<file path="src/rtl/add_subtract_pkg.sv">
// Shared constants for the add_subtract block: default operand width and the
// operation-select encoding.
package add_subtract_pkg;

    localparam int WIDTH_DEFAULT = 8;

    localparam logic OP_ADD = 1'b0;
    localparam logic OP_SUB = 1'b1;

endpackage : add_subtract_pkg

</file>
<file path="src/rtl/add_subtract_full_adder.sv">
// One-bit full adder cell; the add_subtract datapath is a ripple chain of these.
module full_adder (
    input  logic a,
    input  logic b,
    input  logic cin,
    output logic sum,
    output logic cout
);

    logic half_sum;

    assign half_sum = a ^ b;
    assign sum      = half_sum ^ cin;
    assign cout     = (a & b) | (cin & half_sum);

endmodule : full_adder

</file>
<file path="src/rtl/add_subtract.sv">
// Registered ripple-carry adder/subtractor with carry-out and signed-overflow
// flags; one cycle of latency, a new operand pair accepted every cycle.
module add_subtract
    import add_subtract_pkg::*;
#(
    parameter int WIDTH = WIDTH_DEFAULT
) (
    input  logic             clk_i,
    input  logic             rst_ni,
    input  logic [WIDTH-1:0] a_i,
    input  logic [WIDTH-1:0] b_i,
    input  logic             add_sub,
    output logic [WIDTH-1:0] result_o,
    output logic             cout_o,
    output logic             o_ovf
);

    logic             sub;
    logic [WIDTH-1:0] b_eff;
    logic [WIDTH-1:0] sum;
    logic [WIDTH:0]   carry;

    // Subtraction is A + ~B + 1: invert B and inject the +1 as the chain's carry-in.
    assign sub      = (add_sub == OP_SUB);
    assign b_eff    = b_i ^ {WIDTH{sub}};
    assign carry[0] = sub;

    for (genvar i = 0; i < WIDTH; i++) begin : g_chain
        full_adder u_fa (
            .a    (a_i[i]),
            .b    (b_eff[i]),
            .cin  (carry[i]),
            .sum  (sum[i]),
            .cout (carry[i+1])
        );
    end

    // NOTE: reset is sampled on the clock edge only, and all state uses
    // non-blocking assignments so the three outputs always come from one edge.
    always_ff @(posedge clk_i) begin
        if (!rst_ni) begin
            result_o <= '0;
            cout_o   <= 1'b0;
            o_ovf    <= 1'b0;
        end else begin
            result_o <= sum;
            cout_o   <= carry[WIDTH];
            o_ovf    <= carry[WIDTH] ^ carry[WIDTH-1];
        end
    end

endmodule : add_subtract

</file>
<file path="config.mk">
export PLATFORM = sky130hd
export DESIGN_NAME = add_subtract
export DESIGN_NICKNAME = d
export VERILOG_FILES = /design/src/rtl/add_subtract_pkg.sv /design/src/rtl/add_subtract_full_adder.sv /design/src/rtl/add_subtract.sv
export SDC_FILE = /design/constraint.sdc
export NUM_CORES = 1
export LEC_CHECK = 0
export BUFFER_PORTS_ARGS = -buffer_cell sky130_fd_sc_hd__buf_2
export CAP_MARGIN = 20
export CORE_AREA = 2 2 39 41
export DETAILED_ROUTE_END_ITERATION = 7
export DIE_AREA = 0 0 41 43
export GPL_ROUTABILITY_DRIVEN = 1
export GPL_TIMING_DRIVEN = 0
export PLACE_DENSITY = 0.83
export SYNTH_ARGS = -nofsm -noshare
export SYNTH_HDL_FRONTEND = slang
export SYNTH_SLANG_ARGS = --single-unit
</file>
<file path="constraint.sdc">
create_clock -name clk_i -period 5.62 [get_ports clk_i]
set_input_delay 0.562 -clock clk_i [delete_from_list [all_inputs] [get_ports clk_i]]
set_output_delay 0.562 -clock clk_i [all_outputs]
set_load 0.01 [all_outputs]
</file>
==> results.py <==
metrics = {
    "yosys": {
        "yosys.area.top_type": "dfxtp_1",
        "yosysTopAreaCellShare_pct": 37.6,
        "ys_warn_count": 0,
        "synthCells": 46,
        "synthTopCellsByArea": "dfxtp_1 (38%), fa_1 (26%), xnor2_1 (9.9%)",
        "syn_area_per_cell_um2": 11.6,
        "ys_ff_latch": 10,
        "synthesis.area_um2": 533,
        "yosysSeqAreaShare_pct": 37.6,
        "synth.distinct_cells": 9,
        "syn-num-nets": 72,
    },
    "clock_network": {
        "clock_sinks": 10,
        "clkTransAtPathRegs_ns": 0.06,
        "clock_path_buffers": 2,
        "post_cts_buffers": 0,
        "ctsResizeCount": 0,
        "root_buffer": "clkbuf_4",
        "htreeDepth": 1,
        "cts_tree": "built",
        "numCtsBuffers": 3,
        "cts_hold_buf": 0,
    },
    "die": {
        "initial_core_util_pct": 38.5,
        "io_pins": 29,
        "core-area_um2": 1380,
        "die_h_um": 43,
        "die_w_um": 41,
        "die-area_um2": 1760,
        "rows": 14,
    },
    "grt": {
        "grt_usage_pct": 13.2,
        "met1_usage_pct": 11.5,
        "grt_util_met2_pct": 25.9,
        "grt_pass1_vias": 424,
        "grt_max_degree": 11,
        "grt_util_met3_pct": 0,
        "busiest_layer": "met2",
        "antenna_found_initial": 0,
        "overflow": 0,
        "grt_pass1_wl_mm": 1.57,
    },
    "cells_and_area": {
        "layout.nets": 104,
        "area_growth_pct": 35.9,
        "layout_commonest_cell": "buf_2",
        "final_cell_mix": "buf_2 (27), dfxtp_1 (10), inv_1 (8), fa_1 (7), xnor2_1 (6)",
        "diodes": 0,
        "drive_above_1_share_pct": 41.6,
    },
    "timing": {
        "setup_tns_ns": 0,
        "finalHoldViolCount": 0,
        "tightest_slew_ns": 0.211,
        "rsz0062_at_grt": "no",
        "setup_slack_ns": 2.01,
        "finalCritPeriodShare_pct": 64.2,
        "min_period_ns": 3.61,
        "max_freq_ghz": 0.277,
        "slew-limit-headroom_pct": 85.8,
        "drv_slew": 0,
        "setup_viol": 0,
    },
    "power_and_ir_drop": {
        "p_leak_nw": 0.374,
        "p_per_area_nw_per_um2": 284,
        "ir_drop_mv": 0.0859,
    },
    "drt": {
        "drtIter0Drc": 2,
        "antenna_left": 0,
        "drt-total-wl_um": 947,
        "drc_errors": 0,
        "dr.pass1.iters": 2,
        "via_per_inst": 4.19,
        "wl_per_cell_um": 10.2,
        "num_vias": 390,
    },
    "placed_design": {
        "io_buffer_count": 27,
        "dp_slack_ns": 1.74,
        "place.gp.congestion": 0.675,
        "hpwl_um": 874,
    },
    "critical_path": {
        "crit_type": "input pin to flip-flop",
        "crit_top_cell": "fa_1",
        "critPathCaptureType": "flip-flop",
        "cp_slowest_cell": "fa_1",
        "required_ns": 5.77,
        "start_kind": "input pin",
        "cp_max_fo": 8,
        "arrival_ns": 3.76,
        "max_stage_delay_ns": 0.42,
        "path_cells": "buf_6, xnor2_1, fa_1, fa_1, fa_1, fa_1, inv_1, fa_1, inv_1, fa_1, inv_1, fa_1, and2_1",
    },
    "min_path": {
        "min_path_type": "input pin to flip-flop",
    },
    "outcome": {
        "status": "completed",
    },
    "job": {
        "cap_violations": 0,
    },
}
-- layout make-up --
cell class                 count  area (um^2)
clock buffer                   4         36.3
inverter                       8         30.0
multi-input combinational     27          292
tap                           16         20.0
buffer                         1         11.3
fill                         124          659
sequential                    10          200
timing repair buffer          27          135
-- per-stage QoR --
| stage | instances | hold WS [ns] | util [%] | area [um^2] | power (mW) |
|---|---|---|---|---|---|
| 2_1_floorplan | 46 | 0.684 | - | 533 | 0.122 |
| 3_3_place_gp | 89 | 0.872 | 49.7 | 688 | 0.143 |
| 3_5_place_dp | 89 | 0.874 | 49.7 | 688 | 0.148 |
| 4_1_cts | 93 | 0.611 | 52.4 | 724 | 0.209 |
| 5_1_grt | 93 | 0.634 | 52.4 | 724 | 0.221 |
| 6_report | 93 | 0.612 | 52.4 | 724 | 0.206 |
-- flip-flops by register name (all words and copies together) (netlist names) --
| name | cells |
|---|---|
| result_o | 8 |
| cout_o | 1 |
| o_ovf | 1 |
-- cell usage after synthesis --
cell type and number:
dfxtp_1 10, inv_1 8, fa_1 7, xnor2_1 6, and2_1 5, nor2b_1 5
xor2_1 3, buf_6 1, mux2i_1 1
-- critical path, delay by kind of cell --
family                     cells  cell delay, ns
buffers and inverters          4            0.33
and+or+nand+nor                1            0.16
adders and majority gates      7            2.55
xor gates and xnor gates       1            0.14
-- kinds of logic after synthesis --
kind of cell	Yosys count	share of synthesized area (%)
XOR/XNOR	9	14.8
multiplexers	1	1.88
flip-flops	10	37.6
buffers and inverters	9	7.75
adder cells (fa/ha/maj)	7	26.3
AND/OR/NAND/NOR	10	11.7
-- path summary, 6_finish.rpt --
check / from / endpoint / slack (ns) / cells past startpoint
setup / recovery: add_sub / result_o[7] / 2.01 / 13
hold / removal: rst_ni / cout_o / 0.61 / 2
-- routing by layer --
metal  share of wire [%]  wire length [um]
met5                   0                 0
met4                 2.4                23
met3                 7.3                69
met2                  60               570
met1                  30               284
-- power breakdown --
part,switching [mW],internal [mW]
registers,0.00214,0.0823
clock network,0.0218,0.0392
logic,0.0301,0.0302
Note: power is estimated with default switching activity, not from simulation.
